### src/rtl/multicycle_alu_pkg.sv
// Shared definitions for the multi-cycle ALU and the ALU control decode:
// the alu_op code points, FSM state encoding and the default datapath width.
package multicycle_alu_pkg;

  localparam int unsigned XLEN_DEFAULT = 32;

  typedef enum logic [3:0] {
    ALU_ADD  = 4'd0,
    ALU_SUB  = 4'd1,
    ALU_SLL  = 4'd2,
    ALU_SRL  = 4'd3,
    ALU_SRA  = 4'd4,
    ALU_AND  = 4'd5,
    ALU_OR   = 4'd6,
    ALU_XOR  = 4'd7,
    ALU_SLT  = 4'd8,
    ALU_SLTU = 4'd9,
    ALU_BEQ  = 4'd10,
    ALU_BNE  = 4'd11,
    ALU_BLT  = 4'd12,
    ALU_BGE  = 4'd13,
    ALU_BLTU = 4'd14,
    ALU_BGEU = 4'd15
  } alu_op_e;

  typedef enum logic [1:0] {
    ST_IDLE  = 2'd0,
    ST_SHIFT = 2'd1,
    ST_DONE  = 2'd2
  } state_e;

  function automatic logic is_shift(input logic [3:0] op);
    return (op == ALU_SLL) || (op == ALU_SRL) || (op == ALU_SRA);
  endfunction

endpackage

### src/rtl/multicycle_alu_alu_comb.sv
// Single-cycle part of the ALU: add/sub, logic ops, set-less-than and the
// branch condition. Shift codes produce zero here; shifting lives in the top.
//   op_i     : alu_op code
//   a_i, b_i : operands
//   result_o : computed result (0 for branches and shifts)
//   bcond_o  : branch taken (0 for non-branch ops)
module multicycle_alu_alu_comb
  import multicycle_alu_pkg::*;
#(
  parameter int unsigned W = 32
) (
  input  logic [3:0]   op_i,
  input  logic [W-1:0] a_i,
  input  logic [W-1:0] b_i,
  output logic [W-1:0] result_o,
  output logic         bcond_o
);

  logic eq, lt_s, lt_u;

  always_comb begin
    eq       = (a_i == b_i);
    lt_s     = ($signed(a_i) < $signed(b_i));
    lt_u     = (a_i < b_i);
    result_o = '0;
    bcond_o  = 1'b0;
    case (op_i)
      ALU_ADD:  result_o = a_i + b_i;
      ALU_SUB:  result_o = a_i - b_i;
      ALU_AND:  result_o = a_i & b_i;
      ALU_OR:   result_o = a_i | b_i;
      ALU_XOR:  result_o = a_i ^ b_i;
      ALU_SLT:  result_o = {{(W-1){1'b0}}, lt_s};
      ALU_SLTU: result_o = {{(W-1){1'b0}}, lt_u};
      ALU_BEQ:  bcond_o  = eq;
      ALU_BNE:  bcond_o  = !eq;
      ALU_BLT:  bcond_o  = lt_s;
      ALU_BGE:  bcond_o  = !lt_s;
      ALU_BLTU: bcond_o  = lt_u;
      ALU_BGEU: bcond_o  = !lt_u;
      default:  ;
    endcase
  end

endmodule

### src/rtl/multicycle_alu.sv
// Multi-cycle ALU with valid/ready handshake on both sides. Non-shift ops
// finish one edge after acceptance; shifts iterate one bit per edge.
// Build option: MULTICYCLE_ALU_BARREL_SHIFT_EN selects a combinational
// barrel shifter so shifts also finish at latency 1 (no SHIFT state/counter).
// Ports:
//   clk, reset          : clock, asynchronous active-high reset
//   in_valid / in_ready : operand handshake (alu_op, alu_in_1, alu_in_2)
//   kill                : synchronous flush, returns to IDLE
//   out_valid/out_ready : result handshake (alu_result, alu_bcond)
module multicycle_alu
  import multicycle_alu_pkg::*;
#(
  parameter int unsigned XLEN = XLEN_DEFAULT
) (
  input  logic            clk,
  input  logic            reset,
  input  logic            in_valid,
  output logic            in_ready,
  input  logic [3:0]      alu_op,
  input  logic [XLEN-1:0] alu_in_1,
  input  logic [XLEN-1:0] alu_in_2,
  input  logic            kill,
  output logic            out_valid,
  input  logic            out_ready,
  output logic [XLEN-1:0] alu_result,
  output logic            alu_bcond
);

  localparam int unsigned SHAMT_W = $clog2(XLEN);

  state_e            state_q, state_d;
  logic [XLEN-1:0]   res_q, res_d;
  logic              bcond_q, bcond_d;
  logic [XLEN-1:0]   comb_res;
  logic              comb_bcond;
  logic [SHAMT_W-1:0] shamt;
  logic              accept;

`ifdef MULTICYCLE_ALU_BARREL_SHIFT_EN
  logic [XLEN-1:0]   barrel;
`else
  logic [SHAMT_W-1:0] cnt_q, cnt_d;
  logic [3:0]        op_q, op_d;
`endif

  assign shamt  = alu_in_2[SHAMT_W-1:0];
  assign accept = in_valid && (state_q == ST_IDLE) && !kill;

  multicycle_alu_alu_comb #(.W(XLEN)) u_alu_comb (
    .op_i     (alu_op),
    .a_i      (alu_in_1),
    .b_i      (alu_in_2),
    .result_o (comb_res),
    .bcond_o  (comb_bcond)
  );

`ifdef MULTICYCLE_ALU_BARREL_SHIFT_EN
  always_comb begin
    case (alu_op)
      ALU_SLL: barrel = alu_in_1 << shamt;
      ALU_SRL: barrel = alu_in_1 >> shamt;
      default: barrel = $unsigned($signed(alu_in_1) >>> shamt);
    endcase
  end
`endif

  // State register
  always_ff @(posedge clk or posedge reset) begin
    if (reset) state_q <= ST_IDLE;
    else       state_q <= state_d;
  end

  // Next-state logic; kill overrides every transition
  always_comb begin
    state_d = state_q;
    case (state_q)
      ST_IDLE: begin
        if (accept) begin
          state_d = ST_DONE;
`ifndef MULTICYCLE_ALU_BARREL_SHIFT_EN
          if (is_shift(alu_op) && (shamt != '0)) state_d = ST_SHIFT;
`endif
        end
      end
`ifndef MULTICYCLE_ALU_BARREL_SHIFT_EN
      ST_SHIFT: if (cnt_q == SHAMT_W'(1)) state_d = ST_DONE;
`endif
      ST_DONE:  if (out_ready) state_d = ST_IDLE;
      default:  state_d = ST_IDLE;
    endcase
    if (kill) state_d = ST_IDLE;
  end

  // Output logic
  always_comb begin
    in_ready   = (state_q == ST_IDLE);
    out_valid  = (state_q == ST_DONE);
    alu_result = res_q;
    alu_bcond  = bcond_q;
  end

  // Datapath next values
  always_comb begin
    res_d   = res_q;
    bcond_d = bcond_q;
`ifndef MULTICYCLE_ALU_BARREL_SHIFT_EN
    cnt_d   = cnt_q;
    op_d    = op_q;
`endif
    if (kill) begin
      res_d   = '0;
      bcond_d = 1'b0;
`ifndef MULTICYCLE_ALU_BARREL_SHIFT_EN
      cnt_d   = '0;
`endif
    end else begin
      case (state_q)
        ST_IDLE: begin
          if (accept) begin
            if (is_shift(alu_op)) begin
              bcond_d = 1'b0;
`ifdef MULTICYCLE_ALU_BARREL_SHIFT_EN
              res_d   = barrel;
`else
              // Working register starts as operand A; shamt=0 leaves it as is
              res_d   = alu_in_1;
              cnt_d   = shamt;
              op_d    = alu_op;
`endif
            end else begin
              res_d   = comb_res;
              bcond_d = comb_bcond;
            end
          end
        end
`ifndef MULTICYCLE_ALU_BARREL_SHIFT_EN
        ST_SHIFT: begin
          case (op_q)
            ALU_SLL: res_d = res_q << 1;
            ALU_SRL: res_d = res_q >> 1;
            default: res_d = {res_q[XLEN-1], res_q[XLEN-1:1]};
          endcase
          cnt_d = cnt_q - SHAMT_W'(1);
        end
`endif
        default: ;
      endcase
    end
  end

  always_ff @(posedge clk or posedge reset) begin
    if (reset) begin
      res_q   <= '0;
      bcond_q <= 1'b0;
`ifndef MULTICYCLE_ALU_BARREL_SHIFT_EN
      cnt_q   <= '0;
      op_q    <= '0;
`endif
    end else begin
      res_q   <= res_d;
      bcond_q <= bcond_d;
`ifndef MULTICYCLE_ALU_BARREL_SHIFT_EN
      cnt_q   <= cnt_d;
      op_q    <= op_d;
`endif
    end
  end

endmodule

### config.mk
export PLATFORM = sky130hd
export DESIGN_NAME = multicycle_alu
export DESIGN_NICKNAME = d
export VERILOG_FILES = /design/src/rtl/multicycle_alu_pkg.sv /design/src/rtl/multicycle_alu_alu_comb.sv /design/src/rtl/multicycle_alu.sv
export SDC_FILE = /design/constraint.sdc
export NUM_CORES = 1
export LEC_CHECK = 0
export BUFFER_PORTS_ARGS = -buffer_cell sky130_fd_sc_hd__buf_2
export CORE_ASPECT_RATIO = 0.6
export CORE_MARGIN = 5
export CORE_UTILIZATION = 60
export CTS_BUF_LIST = sky130_fd_sc_hd__clkbuf_16
export CTS_CLUSTER_SIZE = 10
export DETAILED_ROUTE_END_ITERATION = 12
export MAX_ROUTING_LAYER = met4
export PLACE_DENSITY = 0.89
export SLEW_MARGIN = 20
export SYNTH_ARGS = -nofsm -noshare
export SYNTH_HDL_FRONTEND = slang
export SYNTH_SLANG_ARGS = --single-unit
### constraint.sdc
create_clock -name clk -period 5.46 [get_ports clk]
set_input_delay 1.092 -clock clk [delete_from_list [all_inputs] [get_ports clk]]
set_output_delay 1.092 -clock clk [all_outputs]
set_load 0.02 [all_outputs]
; After elaboration in Yosys (flattened, before gate mapping)
; Index checks and enable logic that the tools add are counted.
; W data, S select, Z words.
[classes]
bitwise = 4
eq_ne = 26
reduce_logical = 21
n_lt_le_gt_ge = 2
add_sub_neg = 3
mux = 21
[op_table]
columns = op, count
row1 = $pmux W32 S7, 1
row2 = $pmux W32 S2, 2
row3 = $mux W32, 3
row4 = $lt A32 B32 Y1, 2
row5 = $add A32 B32 Y32, 1
row6 = $and A32 B32 Y32, 1
row7 = $eq A32 B32 Y1, 1
row8 = $eq A4 B4 Y1 const B, 8
row9 = $or A32 B32 Y32, 1
row10 = $sub A32 B32 Y32, 1
row11 = $xor A32 B32 Y32, 1
row12 = $eq A4 B2 Y1 const B, 4
row13 = $eq A4 B3 Y1 const B, 4
row14 = $mux W5, 3
row15 = $mux W2, 5
row16 = $pmux W5 S2, 1
row17 = $reduce_and A3 Y1, 3
row18 = $ne A3 B1 Y1 const B, 2
row19 = $pmux W1 S6, 1
row20 = $pmux W2 S3, 1
row21 = $eq A5 B1 Y1 const B, 1
row22 = $reduce_bool A5 Y1, 1
row23 = $sub A5 B1 Y5 const B, 1
row24 = $eq A4 B1 Y1 const B, 1
row25 = other kinds (16), 27
[word_totals]
wordCells = 83
in_bits = 73
regBits = 44
output_inout_bits = 35

; Depth between registers and ports, before layout
; Gate-level depths: netlist of the first run.
[logic_depth]
ltp_word = 8
depth_mapped = 12
depth_no_buf = 12

; Cells and area by module
; From an unflattened synthesis of the first run, not the netlist that was laid out.
[hier_totals]
cells_unflattened = 1128
hier_area_um2 = 7981.4
[by_module_without_submodules]
columns = module, area_each_um2, cells_per_inst, instances, seq_area_each_um2
row1 = multicycle_alu_alu_comb, 5016.1, 781, 1, 0.0
row2 = multicycle_alu, 2965.3, 347, 1, 1101.1

; Worst setup path before layout of the first run
; No wires, ideal clock.
[synth_timing]
path_kind = input port to flip-flop
from = in alu_in_1[0]
to = reg res_q[28] (netlist: alu_result[28])
t_arrival_ps = 3473
setup_slack_ps = 1859
required_ps = 5331
path_buffers = 0
path_stages = 11
setup_ps = 129
path_cell_list = ha_1 > fa_1 > a21oi_2 > o211ai_1 > a31oi_1 > o221ai_1 > a211o_1 > a21oi_2 > o41a_1 > nor3_1 > a2111o_1
[synth_via]
elab_chain_cells = 6
elab_cells_between_ends = 7
cone_classes = 2 x add/sub / 5 x mux
[synth_rtl]
columns = item, line
row1 = start: declaration, multicycle_alu.sv:20  ; input logic [XLEN-1:0] alu_in_1,
row2 = $sub A32 B32 Y32 / $add A32 B32 Y32 (equally long branches), "multicycle_alu_alu_comb.sv:29, multicycle_alu_alu_comb.sv:28"
row3 = $pmux W32 S7 *, multicycle_alu_alu_comb.sv:27  ; case (op_i)
row4 = $mux W32 *, multicycle_alu.sv:120  ; if (is_shift(alu_op)) begin
row5 = $mux W32 *, multicycle_alu.sv:119  ; if (accept) begin
row6 = $pmux W32 S2 *, multicycle_alu.sv:117  ; case (state_q)
row7 = $mux W32 *, multicycle_alu.sv:110  ; if (kill) begin
row8 = end signal: assignment, multicycle_alu.sv:160  ; res_q <= res_d;
row9 = end: declaration, multicycle_alu.sv:32  ; logic [XLEN-1:0] res_q, res_d;
; Mark *: on every way between the ends. The rest lies on a longest branch, timed or not. The select of a mux whose other input is x is not followed.
; A chain may end at the register's enable or synchronous reset.

; Worst setup path after layout of the first run
[layout_timing]
from = in alu_in_2[1]
to = reg res_q[31] (netlist: alu_result[31])
[layout_via]
elab_chain_cells = 6
elab_cells_between_ends = 7
cone_classes = 2 x add/sub / 5 x mux
[layout_rtl]
columns = item, line
row1 = start: declaration, multicycle_alu.sv:21  ; input logic [XLEN-1:0] alu_in_2,
row2 = $sub A32 B32 Y32 / $add A32 B32 Y32 (equally long branches), "multicycle_alu_alu_comb.sv:29, multicycle_alu_alu_comb.sv:28"
row3 = $pmux W32 S7 *, multicycle_alu_alu_comb.sv:27
row4 = $mux W32 *, multicycle_alu.sv:120
row5 = $mux W32 *, multicycle_alu.sv:119
row6 = $pmux W32 S2 *, multicycle_alu.sv:117
row7 = $mux W32 *, multicycle_alu.sv:110
; Marks and branches as above.

==> results.cfg, run 1 <==
[outcome]
status = complete, no violations

[sta]
slew_headroom_pct = 21.50
hold_viol_final = 0
worstMarginPinSlew_ns = 1.177
fin_crit_sh_pct = 77.21
rsz0062_at_grt = no
maxSlewViolCount = 0
setup_viol = 0
clock_skew_ns = 0.006976
min_period_ns = 4.216
fmaxAchievable_ghz = 0.2372
final.setup.tns_ns = 0

[detailed_routing]
dr.first_iter.drc_count = 1155
drt_wl_total_mm = 28.29
via_per_inst = 6.794
ant_nets = 0
drc = 0
vias = 8927
dr.pass1.iters = 5
wl_per_cell_um = 21.53

[worst_setup_path]
cp_max_fo = 6
cp-start-kind = input pin
end_kind = register
rr_endpoint = cnt_q[3]
rrSetupSlack_ns = 2.96
worstSetupPathType = input pin to register
reg2reg_depth = 7
cp.arrival_ns = 4.45
reg2reg_from = state_q[0]
cp.required_ns = 5.70

[floorplanning]
dieArea_um2 = 15530
core-area_um2 = 12810
pin_count = 108
die-width_um = 157.6
start_util_pct = 61.21
rows = 32
die_h_um = 98.56

[final_layout]
drive_gt1_share_pct = 13.90
final_cell_mix = ha_1 (115), nand2_1 (107), buf_2 (107)
fin_util_pct = 66.92
antenna_cells = 0
area_growth_syn_to_layout_pct = 9.333
layout_commonest_cell = ha_1
layout.nets = 1333

[synthesis]
synthArstFlopShare_pct = 100.0
synth_top_family_by_area = compound AO/OA/AOI/OAI gates
ys_seq_area_share_pct = 14.04
yosysUniqueCellTypes = 80
synth_edf_count = 0
avgSynthCellArea_um2 = 7.202
synth_compound_area_share_pct = 33.98
yosys_warnings = 0
syn_area_um2 = 7843
syn_inst = 1089
synth_ff_type = dfrtp_1
synth_simple_gate_area_share_pct = 19.50
synth-seq-cells = 44
synthMuxAreaShare_pct = 1.946
synth_xor_area_share_pct = 3.127
synthAdderAreaFrac_pct = 18.86
synth_nets = 1279

[clock_tree]
clock_path_buffers = 2
clock_latency_ns = 0.31
root_buffer = clkbuf_16
hold_buffers = 0
cts_buffers = 5
tritoncts = built
cts.sinks = 44
cts_max_level = 2
cts.reportedPaths.clkPinSlew_ns = 0.07
post_cts_resized = 0
postCtsSetupRepairBufs = 0

[hold_path]
hold_start = cnt_q[1]
hold_path_end = cnt_q[1]
min_path_cells = 2
hold_path_class = register to register

[placement]
gp_congestion = 1.072
numPortBuffers = 107
dpl.hpwl_mm = 21.09

[power_and_ir_drop]
peakVddDrop_mv = 0.1018
cellLeakagePower_nw = 4.042
powerDensity_nw_per_um2 = 183.6

[global_routing]
grt_pass1_vias = 8369
gr-total-overflow = 0
grt_pass1_wl_mm = 44.37
grt_max_degree = 45
antenna_found_initial = 0
track_usage_pct = 36.31

[flow_run]
cap_violations = 0
[metal layers]
| layer | up-vias | GRT usage (%) | routed length, µm |
|---|---|---|---|
| li1 | 4077 | - | - |
| met5 | - | - | 0 |
| met4 | 0 | 10.64 | 727 |
| met1 | 4153 | 52.60 | 12340 |
| met2 | 628 | 50.15 | 11370 |
| met3 | 69 | 8.074 | 3856 |
[where the power goes]
part	internal [mW]	switching (mW)
combinational	0.278	0.519
sequential	0.355	0.0364
clock	0.219	0.168
[flip-flops by register name (all words and copies together) (netlist names)]
signal / count
alu_bcond: 1
state_q: 2
op_q: 4
alu_result: 32
cnt_q: 5
[per-stage QoR]
stage	cell area (µm²)	instances	hold slack (ns)	worst slack, ns	power, mW
finish	8574	1314	0.5271	1.244	1.574
global route	8574	1314	0.5705	1.037	1.646
CTS	8573	1314	0.5239	1.376	1.538
detailed placement	8401	1306	0.5094	1.085	1.159
global placement	8401	1306	0.4878	1.192	1.145
floorplan	7843	1089	0.4650	1.859	0.9210
[final cells by class]
class,instances,area [µm²]
tap,170,212.7
fill,1169,4238
inverter,99,372.9
timing repair buffer,119,625.6
multi-input combinational,874,6090
sequential,44,1101
clock inverter,3,47.55
clock buffer,5,125.1
[cells by family after synthesis]
family	after synthesis
buffers and inverters	171
DFF	44
and+or+nand+nor	316
AOI/OAI and AO/OA	398
adders and majority gates	117
xor gates and xnor gates	28
muxes	15
[critical path: stages]
cell	delay (ns)
buf_2	0.19
inv_1	0.08
ha_1	0.33
a21o_1	0.18
and4_1	0.23
o21ai_1	0.20
nand3_1	0.28
a31oi_1	0.45
o211ai_1	0.19
a2111oi_0	0.82
o2111ai_1	0.25
nand3_1	0.15
[worst max path at each step]
stage	start	to	slack, ns	cells past startpoint
floorplan	alu_in_1[0]	alu_result[28]	1.86	11
global placement	alu_in_2[0]	alu_result[28]	1.19	12
detailed placement	alu_in_1[6]	alu_result[31]	1.09	12
CTS	alu_in_1[6]	alu_result[31]	1.38	12
global route	alu_in_1[6]	alu_result[31]	1.04	12
finish	alu_in_2[1]	alu_result[31]	1.24	12
[cells in the mapped netlist (8+ instances only)]
master | number | area share (%)
nand2b_1 | 11 | 0.88
nor3_1 | 24 | 1.5
o31ai_1 | 8 | 0.77
a31oi_1 | 39 | 3.1
a211oi_1 | 15 | 1.4
a21oi_1 | 86 | 5.5
a21o_1 | 12 | 1.1
clkbuf_1 | 53 | 2.5
dfrtp_1 | 44 | 14
ha_1 | 115 | 18
buf_1 | 8 | 0.38
nor2b_1 | 13 | 1.0
a22oi_1 | 9 | 0.86
inv_1 | 94 | 4.5
nand4_1 | 8 | 0.64
o21ai_0 | 81 | 5.2
nand3_1 | 24 | 1.5
nand2_1 | 107 | 5.1
o211ai_1 | 8 | 0.77
nor4_1 | 11 | 0.88
or3_1 | 11 | 0.88
mux2i_1 | 13 | 1.7
a221o_1 | 11 | 1.4
xnor2_1 | 24 | 2.7
o21ai_1 | 15 | 0.96
a22o_1 | 22 | 2.5
a221oi_1 | 25 | 2.8
nor2_1 | 72 | 3.4
No activity file was read; power rests on OpenSTA's default activity.
==> run 2: changes to the inputs <==
==> constraint.sdc (replaced) <==
create_clock -name clk -period 4 [get_ports clk]
set_input_delay 0.8 -clock clk [delete_from_list [all_inputs] [get_ports clk]]
set_output_delay 0.8 -clock clk [all_outputs]
set_load 0.02 [all_outputs]
==> results.cfg, run 2 (synthesis gave the netlist of run 1 again) <==
[outcome]
status = complete, no violations

[sta]
final.setup.tns_ns = 0
setup_viol = 0
setup_ws_ns = 0.1890
fin_crit_sh_pct = 95.27
hold_viol_final = 0
maxSlewViolCount = 0
fmaxAchievable_ghz = 0.2624
slew_headroom_pct = 33.07
min_period_ns = 3.811
holdWs_ns = 0.5317
rsz0062_at_grt = no
worstMarginPinSlew_ns = 1.004
clock_skew_ns = 0.005789

[floorplanning]
rows = 32
die-width_um = 157.6
core-area_um2 = 12810
die_h_um = 98.56
start_util_pct = 61.21
pin_count = 108
dieArea_um2 = 15530

[detailed_routing]
dr.pass1.iters = 6
dr.first_iter.drc_count = 1272
ant_nets = 0
vias = 9124
via_per_inst = 6.809
wl_per_cell_um = 20.99
drc = 0
drt_wl_total_mm = 28.13

[clock_tree]
clock_path_buffers = 2
cts_buffers = 5
hold_buffers = 0
postCtsSetupRepairBufs = 0
tritoncts = built
cts.reportedPaths.clkPinSlew_ns = 0.07
post_cts_resized = 0
cts.sinks = 44
root_buffer = clkbuf_16
clock_latency_ns = 0.30
cts_max_level = 2

[worst_setup_path]
cp_slowest_stage_delay_ns = 0.70
crit_top_cell = nand3_1
end_kind = register
cp-start-kind = input pin
worstSetupPathType = input pin to register
cp_top_family = compound AO/OA/AOI/OAI gates
critPathSlowestCell = a2111oi_0
crit_chain = buf_2 > inv_1 > ha_1 > a21o_1 > and4_1 > o21ai_1 > nand3_1 > a31oi_1 > o211ai_1 > a2111oi_0 > buf_4 > o2111ai_1 > nand3_1
cp.arrival_ns = 4.05
crit_buf_inv = 3
cp.required_ns = 4.24
cp_max_fo = 5

[flow_run]
cap_violations = 0

[global_routing]
antenna_found_initial = 0
grt_pass1_wl_mm = 44.34
gr-total-overflow = 0
grt_max_degree = 45
track_usage_pct = 36.13
grt_pass1_vias = 8457

[final_layout]
largest_reg_flops = 32
area_growth_syn_to_layout_pct = 11.81
antenna_cells = 0
fillCellCount = 1121
drive_gt1_share_pct = 15.81
regArea_um2 = 1101
final_cells = 1340
layout.nets = 1359
final_area_um2 = 8768
layout_commonest_cell = ha_1
multi_input_area_um2 = 6090
fin_util_pct = 68.44
final_cell_mix = ha_1 (115), nand2_1 (107), buf_2 (107)

[hold_path]
hold_path_class = register to register

[power_and_ir_drop]
peakVddDrop_mv = 0.1554
powerDensity_nw_per_um2 = 247.7
p_total_mw = 2.172
switchingPower_mw = 0.9850
power_frac_seq_pct = 24.6
switching_share_pct = 45.35
p_int_mw = 1.187
pwr-share-clk_pct = 23.9
p_comb_share_pct = 51.6
cellLeakagePower_nw = 4.168

[placement]
dpl.hpwl_mm = 21.21
place_area_um2 = 8596
numPortBuffers = 107
placed_cells = 1332
gp_congestion = 1.078
dp_worst_setup_slack_ns = 0.1796
-- run 2: layer usage --
metal | track usage [%] | up-vias | wire, µm
met4 | 10.97 | 0 | 766
met2 | 50.34 | 686 | 11270
met5 | - | - | 0
met3 | 8.600 | 73 | 3966
met1 | 51.48 | 4241 | 12130
li1 | - | 4124 | -
-- run 2: worst paths after layout --
kind | from | end | slack [ns] | cells past startpoint
max in group asynchronous | reset | alu_result[27] | 2.86 | 2
min | op_q[2] | op_q[2] | 0.53 | 2
min in group asynchronous | reset | cnt_q[0] | 0.64 | 2
min reg2reg | op_q[2] | op_q[2] | 0.53 | 2
max | alu_in_1[1] | alu_result[31] | 0.19 | 13
max reg2reg | state_q[1] | alu_result[28] | 1.66 | 8
-- run 2: worst reg2reg max path, delay by kind of cell, from the launching register on --
| family | cells | cell delay (ns) |
|---|---|---|
| AOI/OAI and AO/OA | 4 | 1.05 |
| buffers and inverters | 1 | 0.27 |
| DFF | 1 | 0.49 |
| and+or+nand+nor | 3 | 0.43 |
-- run 2: final cells by class --
type,count,share of cell area [%]
clock buffers,5,1.427
repair buffers,145,9.361
flip-flops and latches,44,12.56
clock inverters,3,0.5280
well taps,170,2.426
multi-input cells,874,69.45
inverters,99,4.252
-- run 2: power groups by stage --
| stage | logic [mW] | registers (mW) | clock network [mW] |
|---|---|---|---|
| 2_1_floorplan | 0.703 | 0.554 | 0 |
| 3_3_place_gp | 1.05 | 0.537 | 0 |
| 3_5_place_dp | 1.07 | 0.539 | 0 |
| 4_1_cts | 1.08 | 0.531 | 0.517 |
| 5_1_grt | 1.21 | 0.538 | 0.531 |
| 6_report | 1.12 | 0.534 | 0.518 |
==> run 3: changes to the inputs <==
--- a/config.mk
+++ b/config.mk
@@ -5,10 +5,13 @@
 export SDC_FILE = /design/constraint.sdc
 export NUM_CORES = 1
 export LEC_CHECK = 0
+export ABC_AREA = 1
 export BUFFER_PORTS_ARGS = -buffer_cell sky130_fd_sc_hd__buf_2
+export CELL_PAD_IN_SITES_DETAIL_PLACEMENT = 2
+export CELL_PAD_IN_SITES_GLOBAL_PLACEMENT = 2
 export CORE_ASPECT_RATIO = 0.6
 export CORE_MARGIN = 5
-export CORE_UTILIZATION = 60
+export CORE_UTILIZATION = 31
 export CTS_BUF_LIST = sky130_fd_sc_hd__clkbuf_16
 export CTS_CLUSTER_SIZE = 10
 export DETAILED_ROUTE_END_ITERATION = 12
==> results.cfg, run 3 <==
[outcome]
status = complete, no violations

[sta]
rsz0062_at_grt = no
worstMarginPinSlew_ns = 1.066
min_period_ns = 3.231
hold_viol_final = 0
final.setup.tns_ns = 0
fin_crit_sh_pct = 80.78
clock_skew_ns = 0.006928
setup_viol = 0
slew_headroom_pct = 28.84
maxSlewViolCount = 0
fmaxAchievable_ghz = 0.3095

[global_routing]
grt_pass1_wl_mm = 74.49
grt_pass1_vias = 12190
grt_max_degree = 45
gr-total-overflow = 0
track_usage_pct = 29.90
antenna_found_initial = 0

[power_and_ir_drop]
powerDensity_nw_per_um2 = 262.8
p_total_mw = 2.707
pwr-share-clk_pct = 15.4
switching_share_pct = 56.07
p_int_mw = 1.189
peakVddDrop_mv = 0.2171
power_frac_seq_pct = 23.1
switchingPower_mw = 1.518
cellLeakagePower_nw = 5.913
p_comb_share_pct = 61.5

[clock_tree]
post_cts_resized = 0
cts.reportedPaths.clkPinSlew_ns = 0.06
hold_buffers = 0
cts_buffers = 5
cts_max_level = 2
root_buffer = clkbuf_16
tritoncts = built
cts.sinks = 44
clock_latency_ns = 0.30
postCtsSetupRepairBufs = 0
clock_path_buffers = 2

[final_layout]
antenna_cells = 0
largest_reg_flops = 32
drive_gt1_share_pct = 10.25
layout.nets = 1937
layout_commonest_cell = nand2_1
final_cell_mix = nand2_1 (505), inv_1 (312), nor2_1 (140)
final_cells = 2155
area_growth_syn_to_layout_pct = 11.12

[synthesis]
synth_ff_type = dfrtp_1
synth-seq-cells = 44
synth.most_common_cell = nand2_1
yosys_warnings = 0
netlist.area_leader.share_pct = 20.49
syn_inst = 1671
synth_common_cells = nand2_1 (506), inv_1 (313), nor2_1 (141), nand3_1 (127)
ys_seq_area_share_pct = 11.88
synthArstFlopShare_pct = 100.0
ys_top_cells_by_area = nand2_1 (20%), ha_1 (16%), inv_1 (13%), dfrtp_1 (12%), nand3_1 (6.9%)
avgSynthCellArea_um2 = 5.547
yosysUniqueCellTypes = 45
yosys.area.top_type = nand2_1
synth_nets = 1861
syn_area_um2 = 9269
synth_edf_count = 0

[hold_path]
hold_path_class = register to register
hold_start = op_q[1]

[floorplanning]
die-width_um = 233.2
dieArea_um2 = 33570
start_util_pct = 31.17
core-area_um2 = 29730
die_h_um = 143.9
rows = 49
pin_count = 108

[placement]
numPortBuffers = 107
dpl.hpwl_mm = 41.50
placed_cells = 2148
gp_congestion = 1.015

[worst_setup_path]
cp.required_ns = 4.18
rrSetupSlack_ns = 1.39
crit_start = alu_in_1[0]
crit_buf_inv = 4
worstSetupPathType = input pin to register
reg2reg_from = op_q[3]
cp_top_family = simple AND/OR/NAND/NOR gates
crit_top_cell = nand2_1
end_kind = register
cp_max_fo = 5
cp_slowest_stage_delay_ns = 0.39
cp.arrival_ns = 3.41
cp-start-kind = input pin
crit_chain = buf_2 > inv_1 > ha_1 > fa_1 > inv_1 > nand3_1 > nand3_1 > nand2_1 > nand2_1 > inv_1 > o21bai_1 > nand2_1 > nand3_1 > nand4_1 > nand2_1 > nand2_1
critPathSlowestCell = fa_1

[detailed_routing]
dr.pass1.iters = 5
drc = 0
ant_nets = 0
met1_length_mm = 24.17
dr.first_iter.drc_count = 902
wl_met3_mm = 5.293
drt_wl_total_mm = 50.61
vias = 11900
wl_per_cell_um = 23.49
highest_layer = met4
via_per_inst = 5.523
wl_met2_mm = 20.72

[flow_run]
cap_violations = 0
==> run 3: power by group through the flow <==
| stage | Clock (mW) | Sequential, mW | Combinational (mW) |
|---|---|---|---|
| final | 0.417 | 0.626 | 1.66 |
| after global routing | 0.437 | 0.635 | 1.78 |
| after CTS | 0.418 | 0.622 | 1.62 |
| after detailed placement | 0 | 0.623 | 1.59 |
| after global placement | 0 | 0.618 | 1.52 |
| after floorplan | 0 | 0.656 | 0.914 |
==> run 3: path summary, 6_finish.rpt <==
| check | endpoint | cells past startpoint |
|---|---|---|
| setup / recovery | alu_result[18] | 16 |
| hold / removal | op_q[1] | 1 |
| setup reg to reg | alu_result[9] | 12 |
| hold reg to reg | op_q[1] | 1 |
| max in group asynchronous | alu_result[18] | 2 |
| min in group asynchronous | alu_result[6] | 2 |
==> run 3: kinds of logic (layout without fill, tap and decap cells) <==
kind of cell,after synthesis,count (layout),synth area share [%]
AND/OR/NAND/NOR,849,849,38.40
AO/OA/AOI/OAI,278,278,17.22
adder cells (fa/ha/maj),117,117,15.96
flip-flops,44,44,11.88
buffers and inverters,383,459,16.54
==> run 3: area by class of cell <==
| class | instances | area, µm² |
|---|---|---|
| clock buffers | 5 | 125.1 |
| inverters | 323 | 1214 |
| flip-flops and latches | 44 | 1101 |
| repair buffers | 129 | 700.7 |
| well taps | 408 | 510.5 |
| multi-input cells | 1244 | 6640 |
| fillers | 3867 | 19430 |
| clock inverters | 2 | 8.758 |
==> run 3: per-stage QoR <==
stage          cell area [µm²]  setup WS [ns]  hold WS [ns]  utilization (%)
2_1_floorplan             9269          1.524        0.4601                -
3_3_place_gp             10160         0.7029        0.4779            34.18
3_5_place_dp             10160         0.6753        0.4849            34.18
4_1_cts                  10300         0.8744        0.4993            34.64
5_1_grt                  10300         0.6087        0.5131            34.64
6_report                 10300         0.7689        0.4996            34.64
==> run 3: per-layer routing <==
metal / vias to the layer above / global-route usage (%)
met2: 461 / 43.53
li1: 5423 / -
met1: 5976 / 42.57
met4: 0 / 2.919
met3: 43 / 8.491
met5: - / -
==> run 3: worst reg2reg max path, delay by kind of cell, from the launching register on <==
kind            cells  cell delay [ns]
compound gates      3             0.57
flops               1             0.36
simple gates        5             0.56
buf+inv             4             1.06
